## src/rtl/io_resp_pkg.sv

```systemverilog
`default_nettype none
// +--------------------------------------------------------------------+
// | io_resp_pkg                                                        |
// | Shared types and constants for the I/O port responder: FSM state,  |
// | port offsets, status bit positions and FIFO depth.                 |
// | Rev 1.0 - initial release                                          |
// +--------------------------------------------------------------------+
package io_resp_pkg;

  typedef enum logic [1:0] {
    IDLE = 2'd0,
    WAIT = 2'd1,
    ACK  = 2'd2,
    HOLD = 2'd3
  } state_t;

  localparam logic [1:0] OFF_DATA = 2'd0;
  localparam logic [1:0] OFF_STAT = 2'd1;
  localparam logic [1:0] OFF_CTRL = 2'd2;
  localparam logic [1:0] OFF_SCR  = 2'd3;

  localparam int STAT_OVF   = 7;
  localparam int STAT_UDF   = 6;
  localparam int FIFO_DEPTH = 4;

  localparam logic [7:0] EMPTY_READ = 8'hFF;

  // Assemble the status byte: sticky flags on top, occupancy in the low bits.
  function automatic logic [7:0] status_byte(input logic ovf, input logic udf,
                                             input logic [2:0] cnt);
    logic [7:0] s;
    s           = 8'h00;
    s[STAT_OVF] = ovf;
    s[STAT_UDF] = udf;
    s[2:0]      = cnt;
    return s;
  endfunction

endpackage
`default_nettype wire

```

## src/rtl/io_fifo4.sv

```systemverilog
`default_nettype none
// +--------------------------------------------------------------------+
// | io_fifo4                                                           |
// | Four-entry byte FIFO. A pop and a push in the same cycle are both  |
// | honoured; a push into a full FIFO lands only if a pop frees a slot.|
// | Rev 1.0 - initial release                                          |
// +--------------------------------------------------------------------+
module io_fifo4
  import io_resp_pkg::*;
(
  input  logic       clk,
  input  logic       rst_n,
  input  logic       push,
  input  logic       pop,
  input  logic [7:0] push_data,
  output logic [7:0] data,
  output logic [2:0] count,
  output logic       full,
  output logic       empty
);

  logic [7:0] mem [FIFO_DEPTH];
  logic [1:0] rd_ptr;
  logic [1:0] wr_ptr;
  logic       do_pop;
  logic       do_push;

  assign empty   = (count == 3'd0);
  assign full    = (count == 3'(FIFO_DEPTH));
  assign do_pop  = pop && !empty;
  assign do_push = push && (!full || do_pop);
  assign data    = mem[rd_ptr];

  // Storage array; contents need no reset since count gates visibility.
  always_ff @(posedge clk) begin
    if (do_push) mem[wr_ptr] <= push_data;
  end

  // Pointers and occupancy; pointers wrap naturally at depth four.
  always_ff @(posedge clk) begin
    if (!rst_n) begin
      rd_ptr <= 2'd0;
      wr_ptr <= 2'd0;
      count  <= 3'd0;
    end else begin
      if (do_pop)  rd_ptr <= rd_ptr + 2'd1;
      if (do_push) wr_ptr <= wr_ptr + 2'd1;
      count <= count + 3'(do_push) - 3'(do_pop);
    end
  end

endmodule
`default_nettype wire

```

## src/rtl/io_port_responder.sv

```systemverilog
`default_nettype none
// +--------------------------------------------------------------------+
// | io_port_responder                                                  |
// | Four-port I/O slave with wait-state insertion: FIFO data port,     |
// | status port, control latch and scratch register.                   |
// | Optional feature macro: IO_PARITY_EN adds the rd_parity output.    |
// | Rev 1.0 - initial release                                          |
// +--------------------------------------------------------------------+
module io_port_responder
  import io_resp_pkg::*;
#(
  parameter logic [7:0]  BASE_ADDR   = 8'hDC,
  parameter int unsigned WAIT_CYCLES = 2
) (
  input  logic       clk,
  input  logic       rst_n,
  input  logic       iorq,
  input  logic       rd,
  input  logic       wr,
  input  logic [7:0] addr,
  input  logic [7:0] din,
  output logic [7:0] dout,
  output logic       io_wait,
  output logic       io_ack,
  input  logic [7:0] dev_data,
  input  logic       dev_valid,
  output logic [7:0] ctrl_out
`ifdef IO_PARITY_EN
  ,
  output logic       rd_parity
`endif
);

  state_t     state;
  state_t     state_next;
  logic [2:0] wcnt;
  logic       last_wait;

  logic [1:0] cap_off;
  logic       cap_wr;
  logic [7:0] cap_din;

  logic [7:0] scratch;
  logic [7:0] hold_data;
  logic [7:0] rd_value;
  logic       ovf;
  logic       udf;

  logic [8:0] addr_rel;
  logic       in_range;
  logic       accept;
  logic       do_ack;
  logic       pop_req;
  logic       ovf_set;
  logic       udf_set;

  logic [7:0] fifo_data;
  logic [2:0] fifo_count;
  logic       fifo_full;
  logic       fifo_empty;

  // Nine-bit subtraction so an address below BASE wraps far out of range.
  assign addr_rel  = {1'b0, addr} - {1'b0, BASE_ADDR};
  assign in_range  = (addr_rel < 9'd4);
  assign accept    = iorq && (rd ^ wr) && in_range;
  assign last_wait = (wcnt == 3'(WAIT_CYCLES - 1));

  assign do_ack  = (state == ACK);
  assign pop_req = do_ack && !cap_wr && (cap_off == OFF_DATA);
  assign udf_set = pop_req && fifo_empty;
  assign ovf_set = dev_valid && fifo_full && !pop_req;

  io_fifo4 u_fifo (
    .clk       (clk),
    .rst_n     (rst_n),
    .push      (dev_valid),
    .pop       (pop_req),
    .push_data (dev_data),
    .data      (fifo_data),
    .count     (fifo_count),
    .full      (fifo_full),
    .empty     (fifo_empty)
  );

  // State register, wait counter and capture of the accepted bus request.
  always_ff @(posedge clk) begin
    if (!rst_n) begin
      state   <= IDLE;
      wcnt    <= 3'd0;
      cap_off <= 2'd0;
      cap_wr  <= 1'b0;
      cap_din <= 8'h00;
    end else begin
      state <= state_next;
      wcnt  <= (state == WAIT) ? wcnt + 3'd1 : 3'd0;
      if ((state == IDLE) && accept) begin
        cap_off <= addr_rel[1:0];
        cap_wr  <= wr;
        cap_din <= din;
      end
    end
  end

  // Next-state logic; dropping iorq in WAIT abandons the access.
  always_comb begin
    state_next = state;
    case (state)
      IDLE: if (accept) state_next = (WAIT_CYCLES == 0) ? ACK : WAIT;
      WAIT: begin
        if (!iorq)          state_next = IDLE;
        else if (last_wait) state_next = ACK;
      end
      ACK:  state_next = HOLD;
      HOLD: if (!iorq) state_next = IDLE;
      default: state_next = IDLE;
    endcase
  end

  // Read mux from pre-edge state, so status returns pre-clear flags.
  always_comb begin
    rd_value = 8'h00;
    if (!cap_wr) begin
      case (cap_off)
        OFF_DATA: rd_value = fifo_empty ? EMPTY_READ : fifo_data;
        OFF_STAT: rd_value = status_byte(ovf, udf, fifo_count);
        OFF_CTRL: rd_value = ctrl_out;
        OFF_SCR:  rd_value = scratch;
        default:  rd_value = 8'h00;
      endcase
    end
  end

  // Register writes, read-data hold and sticky flags, all at the ACK edge.
  always_ff @(posedge clk) begin
    if (!rst_n) begin
      ctrl_out  <= 8'h00;
      scratch   <= 8'h00;
      hold_data <= 8'h00;
      ovf       <= 1'b0;
      udf       <= 1'b0;
    end else begin
      if (do_ack) begin
        hold_data <= rd_value;
        if (cap_wr && (cap_off == OFF_CTRL)) ctrl_out <= cap_din;
        if (cap_wr && (cap_off == OFF_SCR))  scratch  <= cap_din;
        if (!cap_wr && (cap_off == OFF_STAT)) begin
          ovf <= 1'b0;
          udf <= 1'b0;
        end
      end
      // A new event in the clearing cycle still wins over the clear.
      if (ovf_set) ovf <= 1'b1;
      if (udf_set) udf <= 1'b1;
    end
  end

  assign io_wait = (state == WAIT);
  assign io_ack  = (state == ACK);
  assign dout    = (state == ACK)  ? rd_value  :
                   (state == HOLD) ? hold_data : 8'h00;

`ifdef IO_PARITY_EN
  assign rd_parity = ((state == ACK) || (state == HOLD)) ? ~^dout : 1'b0;
`endif

endmodule
`default_nettype wire

```

## config.mk

```make
export PLATFORM = sky130hd
export DESIGN_NAME = io_port_responder
export DESIGN_NICKNAME = d
export VERILOG_FILES = /design/src/rtl/io_resp_pkg.sv /design/src/rtl/io_fifo4.sv /design/src/rtl/io_port_responder.sv
export SDC_FILE = /design/constraint.sdc
export NUM_CORES = 1
export LEC_CHECK = 0
export CAP_MARGIN = 10
export CELL_PAD_IN_SITES_DETAIL_PLACEMENT = 1
export CELL_PAD_IN_SITES_GLOBAL_PLACEMENT = 2
export CORE_MARGIN = 2
export CORE_UTILIZATION = 39
export CTS_CLUSTER_SIZE = 40
export DETAILED_ROUTE_END_ITERATION = 7
export GPL_TIMING_DRIVEN = 0
export PLACE_DENSITY_LB_ADDON = 0.08
export SYNTH_ARGS = -nofsm -noshare
export SYNTH_HDL_FRONTEND = slang
export SYNTH_SLANG_ARGS = --single-unit
```

## constraint.sdc

```tcl
create_clock -name clk -period 4.95 [get_ports clk]
set_input_delay 0.99 -clock clk [delete_from_list [all_inputs] [get_ports clk]]
set_output_delay 0.99 -clock clk [all_outputs]
set_load 0.005 [all_outputs]
```

======== After elaboration in Yosys (flattened, before gate mapping) ========
Memories as Yosys holds them, arrays and structs flattened. A register that Yosys moved wholly into a read port is not among the register bits.
Cells that the tools add are included.
word-level totals
  bits in registers ....................... 49
  memories kept ........................... 1
  logic and storage cells ................. 82
  bits in writable memories ............... 32
  input port bits ......................... 30
  output and inout port bits .............. 18
memory list
  memory      depth  width  read ports  clocked after Yosys merged registers in  write ports  line            source
  u_fifo.mem  4      8      1           1                                        1            io_fifo4.sv:22  logic [7:0] mem [FIFO_DEPTH];
cells by class
  reduce and logical (&&, ||, !) cells .... 31
  add/subtract/negate cells ............... 6
  bitwise operators ....................... 1
  mux-type cells .......................... 18
  equal/unequal tests ..................... 11
  $lt $le $gt $ge ......................... 1
operators by type and width
  operator               number
  $mux W8                4
  $pmux W8 S4            1
  $logic_and A1 B1 Y1    13
  $mux W2                6
  $reduce_and A2 Y1      5
  $lt A9 B3 Y1 const B   1
  $sub A8 B8 Y9 const B  1
  $eq A2 B2 Y1 const B   4
  $pmux W2 S4            1
  $reduce_bool A2 Y1     4
  $mux W1                6
  $add A2 B1 Y2 const B  2
  $eq A2 B1 Y1 const B   2
  $logic_not A1 Y1       4
  $logic_not A2 Y1       2
  $ne A2 B2 Y1 const B   2
  $add A3 B1 Y3          1
  $add A3 B1 Y3 const B  1
  $eq A3 B1 Y1 const B   1
  $eq A3 B3 Y1 const B   1
  $logic_not A3 Y1       1
  $ne A3 B2 Y1 const B   1
  $reduce_and A3 Y1      1
  $sub A3 B1 Y3          1
  2 further kinds        2

======== Depth between registers and ports, before layout ========
  depth after elaboration ................. 8
  gate-level depth with buffers ........... 12
  gate-level depth less buffers ........... 10

======== Modules after synthesis ========
A second synthesis with hierarchy kept.
second synthesis, totals
  cell total of the unflattened synthesis .. 326
  area total of the unflattened synthesis .. 3,618.5 um^2
by module, submodules not included
  module             seq. area each (um^2)  times used  cells each  area each (um^2)
  io_port_responder  840.8                  1           237         1,988.2
  io_fifo4           1,141.1                1           89          1,630.3

======== Worst setup path before layout ========
OpenSTA, ideal clock, no wires.
  path type ............................... reg-to-output
  start ................................... reg cap_off[1]
  end ..................................... out dout[5]
  stages on the path, launching flop included .. 6
  setup slack ............................. 2.561 ns
  data required time ...................... 3.960 ns
  buffers on the path ..................... 1
  arrival time ............................ 1.399 ns
  path through ............................ dfxtp_1 -> buf_2 -> or3b_2 -> a2bb2oi_1 -> and3_1 -> o21ai_0
on the way
  word-level cells in the longest chain between the ends .. 4
  elaborated cells on any way between the ends .. 7
  those cells by class .................... 3 x eq/ne; 3 x mux; 1 x reduce/logical
RTL lines
  element                               line                      source
  start, declared                       io_port_responder.sv:39   logic [1:0] cap_off;
  start signal, assigned                io_port_responder.sv:97   cap_off <= addr_rel[1:0];
  $eq A2 B2 Y1 (tied with other cells)  io_port_responder.sv:123  case (cap_off)
  $pmux W8 S4 *                         io_port_responder.sv:123
  $mux W8 *                             io_port_responder.sv:122  if (!cap_wr) begin
  $mux W8 *                             io_port_responder.sv:159  assign dout = (state == ACK) ? rd_value :
  end, declared                         io_port_responder.sv:22   output logic [7:0] dout,
Mark *: on every way between the ends. The rest lies on a longest branch, timed or not.

======== Worst setup path after layout ========
  start ................................... reg cap_off[0]
  end ..................................... out dout[5]
Same word-level chain as after synthesis.

==> metrics.md <==
| Metric | Value |
|---|---|
| Hold Path Stages | `2` |
| R2R setup slack | `2.34 ns` |
| Post-synth EDFFs | `32` |
| Syn nets | `362` |
| Unrepaired setup endpoints after global routing | `false` |
| Mean post-synth cell area | `11.5 um2` |
| Worst r2r src | `cap_off[0]` |
| Hold Path Class | `flip-flop to flip-flop` |
| Cell Pwr Density | `325 nW/um2` |
| Worst reg2reg path depth | `12` |
| Synth Register Bits | `83` |
| Synth Area in Adders | `3.58%` |
| RR Endpoint | `u_fifo.count[2]` |
| # port buffers | `46` |
| Antenna violations before repair | `0` |
| Max-slew headroom | `57.4%` |
| Fraction of layout cells with a size suffix above 1 | `11.5%` |
| Hold_buf cts | `0` |
| CTS tree | `done` |
| Clock slew at reported path FFs | `0.09 ns` |
| Period utilization | `a little under three quarters` |
| MaxCap Viol Count | `0` |
| Worst Min Path Start | `hold_data[7]` |
| Synth Area in XOR/XNOR | `1.65%` |
| H-tree depth | `3` |
| Detailed Place HPWL | `6270 um` |
| GRT Total Usage | `17.7%` |
| Row count | `35` |
| Vias per inst | `around 4.9` |
| Gr ovfl total | `0` |
| Die Span Y | `102 um` |
| CTS buffer count | `9` |
| Initial Util | `40.1%` |
| Crit path launch type | `flip-flop` |
| Final setup violation count | `0` |
| Post-Route WL | `8440 um` |
| Max VDD drop | `between 0.15 and 0.2 mV` |
| Worst hold endpoint | `hold_data[7]` |
| Slew Viols, Final | `0` |
| Number of diodes | `0` |
| Fin. Hold Viols | `0` |
| Synth cell types | `48` |
| Mux cell area share after synthesis | `14.8%` |
| Synth top area share | `27.5%` |
| Post_cts resized | `0` |
| Clock Skew | `roughly 0.013 ns` |
| # DRC | `0` |
| Pin slew with the least headroom to its limit | `~0.64 ns` |
| First-pass GRT wire length | `13400 um` |
| Top cells by area, synth | `dfxtp_1, edfxtp_1, mux2i_1` |
| Drt pass-1 iters | `4` |
| I/O pin count | `48` |
| Synth Area in Simple Gates | `between 10% and 20%` |
| Final instance area | `4560 um2` |
| Status | `completed` |
| Clock buffer depth | `2` |
| Via count | `2512` |
| Worst Path Max Fanout | `10` |
| Detail Route Antenna Nets | `0` |
| Post-synthesis sequential area ratio | `53.4%` |
| CTS root buf | `clkbuf_8` |
| Synth warn | `0` |
| Worst hold margin | `0.461 ns` |
| Cell count after synthesis | `322` |
| Post-synth ARST share | `0%` |
| Per-cell routed wire length | `16.4 um` |
| Core Box Area | `slightly above 9000 um2` |
| Main synth FF type | `dfxtp_1` |
| Arrival time worst endpoint | `2.54 ns` |
| Drt initial violations | `76` |
| Die X | `102 um` |
| Mapped cell area | `3710 um2` |
| WP data required | `3.96 ns` |
| P_leak | `1.65 nW` |
| GPL Wtd Cong | `about 0.79` |
| Skew-Pair Late Insertion Delay | `0.37 ns` |
| Fmax | `283 MHz` |
| Post-DP Area | `4330 um2` |
| Synth Area in Compound Gates | `6.98%` |
| Full die area | `10300 um2` |
| Post-CTS Setup Bufs | `0` |
| Critical path type | `flip-flop to output pin` |
| Area grow syn2layout | `22.9%` |
| Largest family of logic cells by synthesized area | `simple AND/OR/NAND/NOR gates` |
| Final setup TNS | `0 ns` |
| Pin count of the biggest net entering global routing | `17` |
| Vias in the first global route | `2510` |
| Top cell type by total area after synthesis | `dfxtp_1` |
| Total Nets Final | `approximately 420` |
| Critical Path End Type | `output pin` |
| Crit path time final | `around 3.5 ns` |
| CTS Sinks | `83` |
-- worst max-delay path by stage --
stage / startpoint / to / slack (ns) / cells after the start
6_report: cap_off[0] / dout[5] / 1.42 / 7
5_1_grt: cap_off[0] / dout[5] / 1.24 / 7
4_1_cts: cap_off[0] / dout[2] / 1.37 / 7
3_5_place_dp: cap_off[0] / dout[2] / 1.78 / 7
3_3_place_gp: cap_off[0] / dout[2] / 1.81 / 7
2_1_floorplan: cap_off[1] / dout[5] / 2.56 / 5
-- Yosys cell counts (3+ instances only) --
master and number:
dfxtp_1 51, nand2_1 50, mux2i_1 37, edfxtp_1 32
nor2b_1 18, inv_1 13, and2_1 12, ha_1 9
nor2_1 9, clkbuf_1 8, mux2_2 6, xnor2_1 6
a21boi_1 5, a221oi_1 5, mux4_2 5, o21ai_1 5
buf_2 4, and3_1 3, buf_4 3, o21ai_0 3
-- placed cells by master (no fill, tap or decap), drive strengths merged, types with 3 or more instances in the layout --
master         count
a21boi             5
a221oi             5
and2              12
and3               3
buf               10
clkbuf            17
clkdlybuf4s50     46
dfxtp             51
edfxtp            32
ha                 9
inv               17
mux2               6
mux2i             37
mux4               5
nand2             50
nand4              3
nor2               9
nor2b             18
nor3               3
o21ai              8
xnor2              6
-- state kept, by name, indices dropped and copies added (netlist names), named ones only --
name and flops:
cap_wr 1, cap_din 8, scratch 8, u_fifo.wr_ptr 2, u_fifo.mem 32, u_fifo.count 3
wcnt 3, ovf 1, state 1, hold_data 8, ctrl_out 8, udf 1
cap_off 2, u_fifo.rd_ptr 2
-- metal layers --
metal	wire length [um]	global-route usage, %
met1	4000	24.1
met2	4050	27.8
met3	272	3.80
met4	124	6.55
met5	0	0
-- power breakdown --
group | internal (mW) | switching (mW) | total, mW
Clock | 0.293 | 0.268 | 0.561
Sequential | 0.746 | 0.0144 | 0.760
Combinational | 0.0714 | 0.0907 | 0.162
Total | 1.11 | 0.373 | 1.48
-- logic make-up after synthesis --
logic type / count (synthesis)
AO/OA/AOI/OAI: 34
AND/OR/NAND/NOR: 109
adder cells (fa/ha/maj): 10
XOR/XNOR: 7
multiplexers: 48
flip-flops: 83
buffers and inverters: 31
-- worst max-delay path, stage by stage, from the launching register on --
cell and delay [ns]:
dfxtp_1 0.31, buf_4 0.16, buf_2 0.23, nor2_1 0.27
nand3_1 0.18, and3_1 0.21, o21ai_0 0.25, clkdlybuf4s50_1 0.56
-- layout make-up --
type / count / area (um2)
fillers: 1009 / 4680
flip-flops and latches: 83 / 1980
multi-input cells: 208 / 1580
repair buffers: 46 / 460
well taps: 129 / 161
clock buffers: 9 / 124
clock inverters: 7 / 105
plain buffers: 18 / 98.8
inverters: 13 / 48.8
-- stage by stage --
stage / worst slack [ns] / utilization, % / std cells / power (mW)
after floorplan: 2.56 / - / 322 / 0.872
after global placement: 1.81 / 46.9 / 497 / 0.934
after CTS: 1.37 / 49.3 / 513 / 1.50
after global routing: 1.24 / 49.3 / 513 / 1.55
final: 1.42 / 49.3 / 513 / 1.48
after detailed placement: 1.78 / 46.9 / 497 / 0.942
Note: power is estimated with default switching activity, not from simulation.
